<file path="src/rtl/cla_pkg.sv">
// Shared constants and result bundle for the 4-bit carry-lookahead adder.
package cla_pkg;

    localparam int CLA_W = 4;

    typedef struct packed {
        logic [CLA_W-1:0] sum;
        logic             c_o;
        logic             g_o;
        logic             p_o;
        logic             ovf;
    } cla_res_t;

endpackage

</file>
<file path="src/rtl/cla_core_4b.sv">
// Combinational 4-bit carry-lookahead core: per-bit generate/propagate,
// flat sum-of-products carries, group g/p and signed overflow.
module cla_core_4b
    import cla_pkg::*;
(
    input  logic [CLA_W-1:0] a,
    input  logic [CLA_W-1:0] b,
    input  logic             c_i,
    output cla_res_t         res
);

    logic [CLA_W-1:0] g;
    logic [CLA_W-1:0] p;
    logic [CLA_W:0]   c;
    logic             grp_g;
    logic             grp_p;

    // Every carry is two-level AND-OR of g, p and c_i; no carry feeds another.
    always_comb begin
        g = a & b;
        p = a ^ b;

        grp_g = g[3]
              | (p[3] & g[2])
              | (p[3] & p[2] & g[1])
              | (p[3] & p[2] & p[1] & g[0]);
        grp_p = p[3] & p[2] & p[1] & p[0];

        c[0] = c_i;
        c[1] = g[0]
             | (p[0] & c_i);
        c[2] = g[1]
             | (p[1] & g[0])
             | (p[1] & p[0] & c_i);
        c[3] = g[2]
             | (p[2] & g[1])
             | (p[2] & p[1] & g[0])
             | (p[2] & p[1] & p[0] & c_i);
        c[4] = grp_g | (grp_p & c_i);

        res.sum = p ^ c[CLA_W-1:0];
        res.c_o = c[4];
        res.g_o = grp_g;
        res.p_o = grp_p;
        res.ovf = c[4] ^ c[3];
    end

endmodule

</file>
<file path="src/rtl/cla_add_4b.sv">
// 4-bit lookahead adder wrapper: optional result register plus valid tracking.
// REG_OUT=0 leaves the result combinational; out_valid is always registered.
module cla_add_4b
    import cla_pkg::*;
#(
    parameter bit REG_OUT = 1'b1
) (
    input  logic             clk,
    input  logic             rst_n,
    input  logic             in_valid,
    input  logic [CLA_W-1:0] in_a,
    input  logic [CLA_W-1:0] in_b,
    input  logic             c_i,
    output logic [CLA_W-1:0] out,
    output logic             c_o,
    output logic             g_o,
    output logic             p_o,
    output logic             ovf,
    output logic             out_valid
);

    cla_res_t core_res;
    cla_res_t res_out;
    logic     out_valid_d;
    logic     out_valid_q;

    cla_core_4b u_core (
        .a   (in_a),
        .b   (in_b),
        .c_i (c_i),
        .res (core_res)
    );

    always_comb begin
        out_valid_d = in_valid;
    end

    always_ff @(posedge clk) begin
        if (!rst_n) begin
            out_valid_q <= 1'b0;
        end else begin
            out_valid_q <= out_valid_d;
        end
    end

    generate
        if (REG_OUT) begin : g_reg
            cla_res_t res_d;
            cla_res_t res_q;

            // Idle cycles keep the last result on the outputs.
            always_comb begin
                res_d = res_q;
                if (in_valid) begin
                    res_d = core_res;
                end
            end

            always_ff @(posedge clk) begin
                if (!rst_n) begin
                    res_q <= '0;
                end else begin
                    res_q <= res_d;
                end
            end

            assign res_out = res_q;
        end else begin : g_comb
            assign res_out = core_res;
        end
    endgenerate

    assign out       = res_out.sum;
    assign c_o       = res_out.c_o;
    assign g_o       = res_out.g_o;
    assign p_o       = res_out.p_o;
    assign ovf       = res_out.ovf;
    assign out_valid = out_valid_q;

endmodule

</file>
<file path="config.mk">
export PLATFORM = sky130hd
export DESIGN_NAME = cla_add_4b
export DESIGN_NICKNAME = d
export VERILOG_FILES = /design/src/rtl/cla_pkg.sv /design/src/rtl/cla_core_4b.sv /design/src/rtl/cla_add_4b.sv
export SDC_FILE = /design/constraint.sdc
export NUM_CORES = 1
export LEC_CHECK = 0
export ABC_AREA = 1
export BUFFER_PORTS_ARGS = -buffer_cell sky130_fd_sc_hd__buf_2
export CORE_MARGIN = 4
export CORE_UTILIZATION = 34
export CTS_CLUSTER_DIAMETER = 30
export DETAILED_ROUTE_END_ITERATION = 6
export PLACE_DENSITY = 0.69
export REMOVE_ABC_BUFFERS = 1
export SYNTH_ARGS = -nofsm -noshare
export SYNTH_HDL_FRONTEND = slang
export SYNTH_SLANG_ARGS = --single-unit
</file>
<file path="constraint.sdc">
create_clock -name clk -period 1.6 [get_ports clk]
set_clock_uncertainty 0.05 [all_clocks]
set_input_delay 0.16 -clock clk [delete_from_list [all_inputs] [get_ports clk]]
set_output_delay 0.16 -clock clk [all_outputs]
set_load 0.1 [all_outputs]
</file>
; Word level (Yosys, flattened, before mapping)
; Index checks and enable logic that the tools add are counted.
[classes]
n_bitwise = 30
[op_table]
columns = cell, count
row1 = 1-bit bitwise AND, 16
row2 = 1-bit bitwise OR, 10
row3 = 4-bit XOR, 2
row4 = 4-bit bitwise AND, 1
row5 = 1-bit XOR, 1
[totals]
ff_bits = 9
in_bits = 12
word_cells = 36

; Logic depth before layout (Yosys ltp)
[depth]
word_depth = 7
mapped_depth = 10
mapped_depth_nobuf = 10

; Modules after synthesis
; From an unflattened synthesis, not the netlist that was laid out.
[unflattened]
hier_cells = 106
area_unflattened_um2 = 690.7
[by_module_without_submodules]
columns = mod, n_inst, cells_per_inst, area_each_um2, seq_area_each_um2
row1 = cla_add_4b, 1, 54, 375.4, 180.2
row2 = cla_core_4b, 1, 52, 315.3, 0.0

; Least setup slack after synthesis
; Ideal clock, no wire load.
[synth_timing]
path_type = flip-flop to flip-flop
start = register out[0] (netlist name)
end = register g_reg.res_q (netlist bit out[0])
arrival_time_ps = 1245
required_time_ps = 1479
setup_slack_ps = 234
stages_incl_launch_ff = 3
n_path_buf = 0
period_less_slack_ps = 1366
cell_sequence = dfxtp_1 -> o21ai_0 -> a21oi_1
[synth_rtl]
columns = element, line_no
row1 = end signal: assignment, cla_add_4b.sv:63  ; res_q <= res_d;
row2 = end: declaration, cla_add_4b.sv:49  ; cla_res_t res_q;

; Final worst setup path
[layout_timing]
start = register g_reg.res_q (netlist bit c_o)
end = output c_o
[layout_rtl]
columns = element, line_no
row1 = end: declaration, cla_add_4b.sv:15  ; output logic c_o,
; No word-level cell between the ends.

==> key figures <==
Final layout
  – Core Util, Final: 0.446
  – ANT cells: 0
  – Total Nets Final: ~120
  – Post-route design area: about 670 sq um
  – P&R area growth vs syn: 25.2%
  – Highest-count cells in the layout ignoring fill and taps: 20 x buf_2, 16 x inv_1, 15 x nand2_1
  – Commonest non-fill, non-tap cell in the layout: buf_2
  – Non-Filler Instances: approximately 120
  – Layout cell share with drive strength beyond 1: 0.263

Worst setup path
  – Critical Path Sink Type: output pin
  – CP required: between 1000 and 1500 ps
  – Crit-path cells: buf_2
  – Top delay family on crit path: buffers and inverters
  – Crit path DAT: ~1000 ps
  – CP Buf/Inv Count: 1
  – Crit-path slowest cell: buf_2
  – WS Path Type: flop to output pin
  – Worst setup SP type: flop
  – Slowest stage delay, CP: between 400 and 500 ps
  – Worst Path Max Fanout: 2

Timing
  – Crit share post-route: 0.770
  – Setup TNS: 0 ps
  – Final WS setup: between 300 and 400 ps
  – RSZ-0062 raised after global routing: no
  – Fmax: approximately 800 MHz
  – Final Hold Slack: 157 ps
  – Worst slew pin tran: 485 ps
  – Slew HR: 0.679
  – Fin. max-slew vios: 0
  – Hold Vio Cnt, Final: 0
  – Minimum clock period: between 1000 and 1500 ps
  – Final setup vio count: 0

Routing
  – Initial drt markers: 8
  – Avg WL per Cell: around 9.5 microns
  – DRC: 0
  – DR vias: slightly above 500
  – Drt first pass iters: 4
  – Post-Route WL: ~1100 microns
  – Routed Antenna Nets: 0
  – DR vias/cell: between 4 and 5

Yosys
  – Syn avg cell area: 7.06 sq um
  – Synthesized area: between 500 and 600 sq um
  – Yosys cell types: 16
  – Sequential cell area fraction in the yosys report: 0.336
  – Syn. warnings: 0
  – Cells after Synth: 76
  – Flops & latches, synth: 9

Pwr
  – Cell Pwr Density: between 1000 and 1500 mW/mm^2
  – Total Power: approximately 0.70 mW
  – Leak Pwr: a little over 0.4 nW
  – Max rail drop VDD: about 250 uV

Clocking
  – Post_cts resized: 0
  – Hold Buf Count CTS: 0
  – H-tree depth: 1
  – Sink Count: 9
  – Total CTS buffers: 3
  – Clk buf depth: 2
  – Post-CTS Setup Bufs: 0
  – CTS tree: yes
  – Root Driver: clkbuf_4
  – Clk_lat worst skew: between 200 and 300 ps
  – Reg clk slew, reported paths: ~60 ps

GRT
  – Largest net degree at the start of global routing: 12
  – Vias in the first global route: 426
  – First-pass GRT wire length: 1720 microns
  – Congestion Overflow GR: 0
  – Tot GR Track Use: 0.114
  – Initial antenna violation count: 0

Die
  – Die area: 0.00228 sq mm
  – # rows: 14
  – Die Y: 47.7 microns
  – Chip width: 47.7 microns
  – Core Area: about 0.0015 sq mm
  – Initial Util: 0.356
  – IO Count: 21

Placed design
  – Buffers on Ports: 20
  – Placed cell count: 111
  – Place WS: around 240 ps
  – Dpl hpwl: roughly 910 microns
  – Area after DPL: 646 sq um
  – RD Place Congestion: between 0.7 and 0.8

Hold path
  – Worst hold path class: input pin to flop

Status
  – Status: complete, no violations

Job
  – Max-cap violations: 0
[area by class of cell]
type                            count  area, sq um
Clock buffer                        4         26.3
Fill cell                         161          835
Inverter                           16         60.1
Multi-Input combinational cell     50          285
Sequential cell                     9          180
Tap cell                           16         20.0
Timing Repair Buffer               20          100
[worst paths after layout]
kind,from,end,slack [ps],cells after the start
worst max-delay path,c_o,c_o,370,1
worst min-delay path,rst_n,out[3],160,3
worst max register to register,out[1],out[1],910,4
worst min register to register,p_o,p_o,440,2
[logic make-up (layout without fill, tap and decap cells)]
logic type	count (synthesis)	in the layout	synth area share
DFF	9	9	0.336
buffers and inverters	17	40	0.133
and+or+nand+nor	31	31	0.254
AOI/OAI and AO/OA	12	12	0.114
adders and majority gates	5	5	0.131
xor gates and xnor gates	2	2	0.0326
[layer usage]
metal / vias to the layer above / global-route usage / part of all wire
met5: - / 0 / 0
met3: 2 / 0.0226 / 0.093
met1: 212 / 0.136 / 0.43
li1: 284 / - / -
met4: 0 / 0.0968 / 0.0082
met2: 20 / 0.172 / 0.47
[state kept, by name (all words and copies together) (netlist names)]
register   count
out_valid      1
ovf            1
out            4
g_o            1
c_o            1
p_o            1
[cell usage after synthesis]
library cell  number  area share
a21oi_1            4       0.037
a31oi_1            1       0.012
buf_6              1       0.021
dfxtp_1            9        0.34
fa_1               1       0.037
ha_1               4       0.093
inv_1             16        0.11
nand2_1           15        0.10
nand2_2            2       0.023
nand3_1            5       0.047
nand3_2            1       0.019
nand4_1            1       0.012
nor2_1             7       0.049
o21ai_0            7       0.065
xnor2_1            1       0.016
xor2_1             1       0.016
[report_power, final]
part	internal, mW	switching, mW
Sequential	0.243	0.00737
Combinational	0.0625	0.211
Clock	0.0961	0.0786
(Power assumes the default switching activity.)
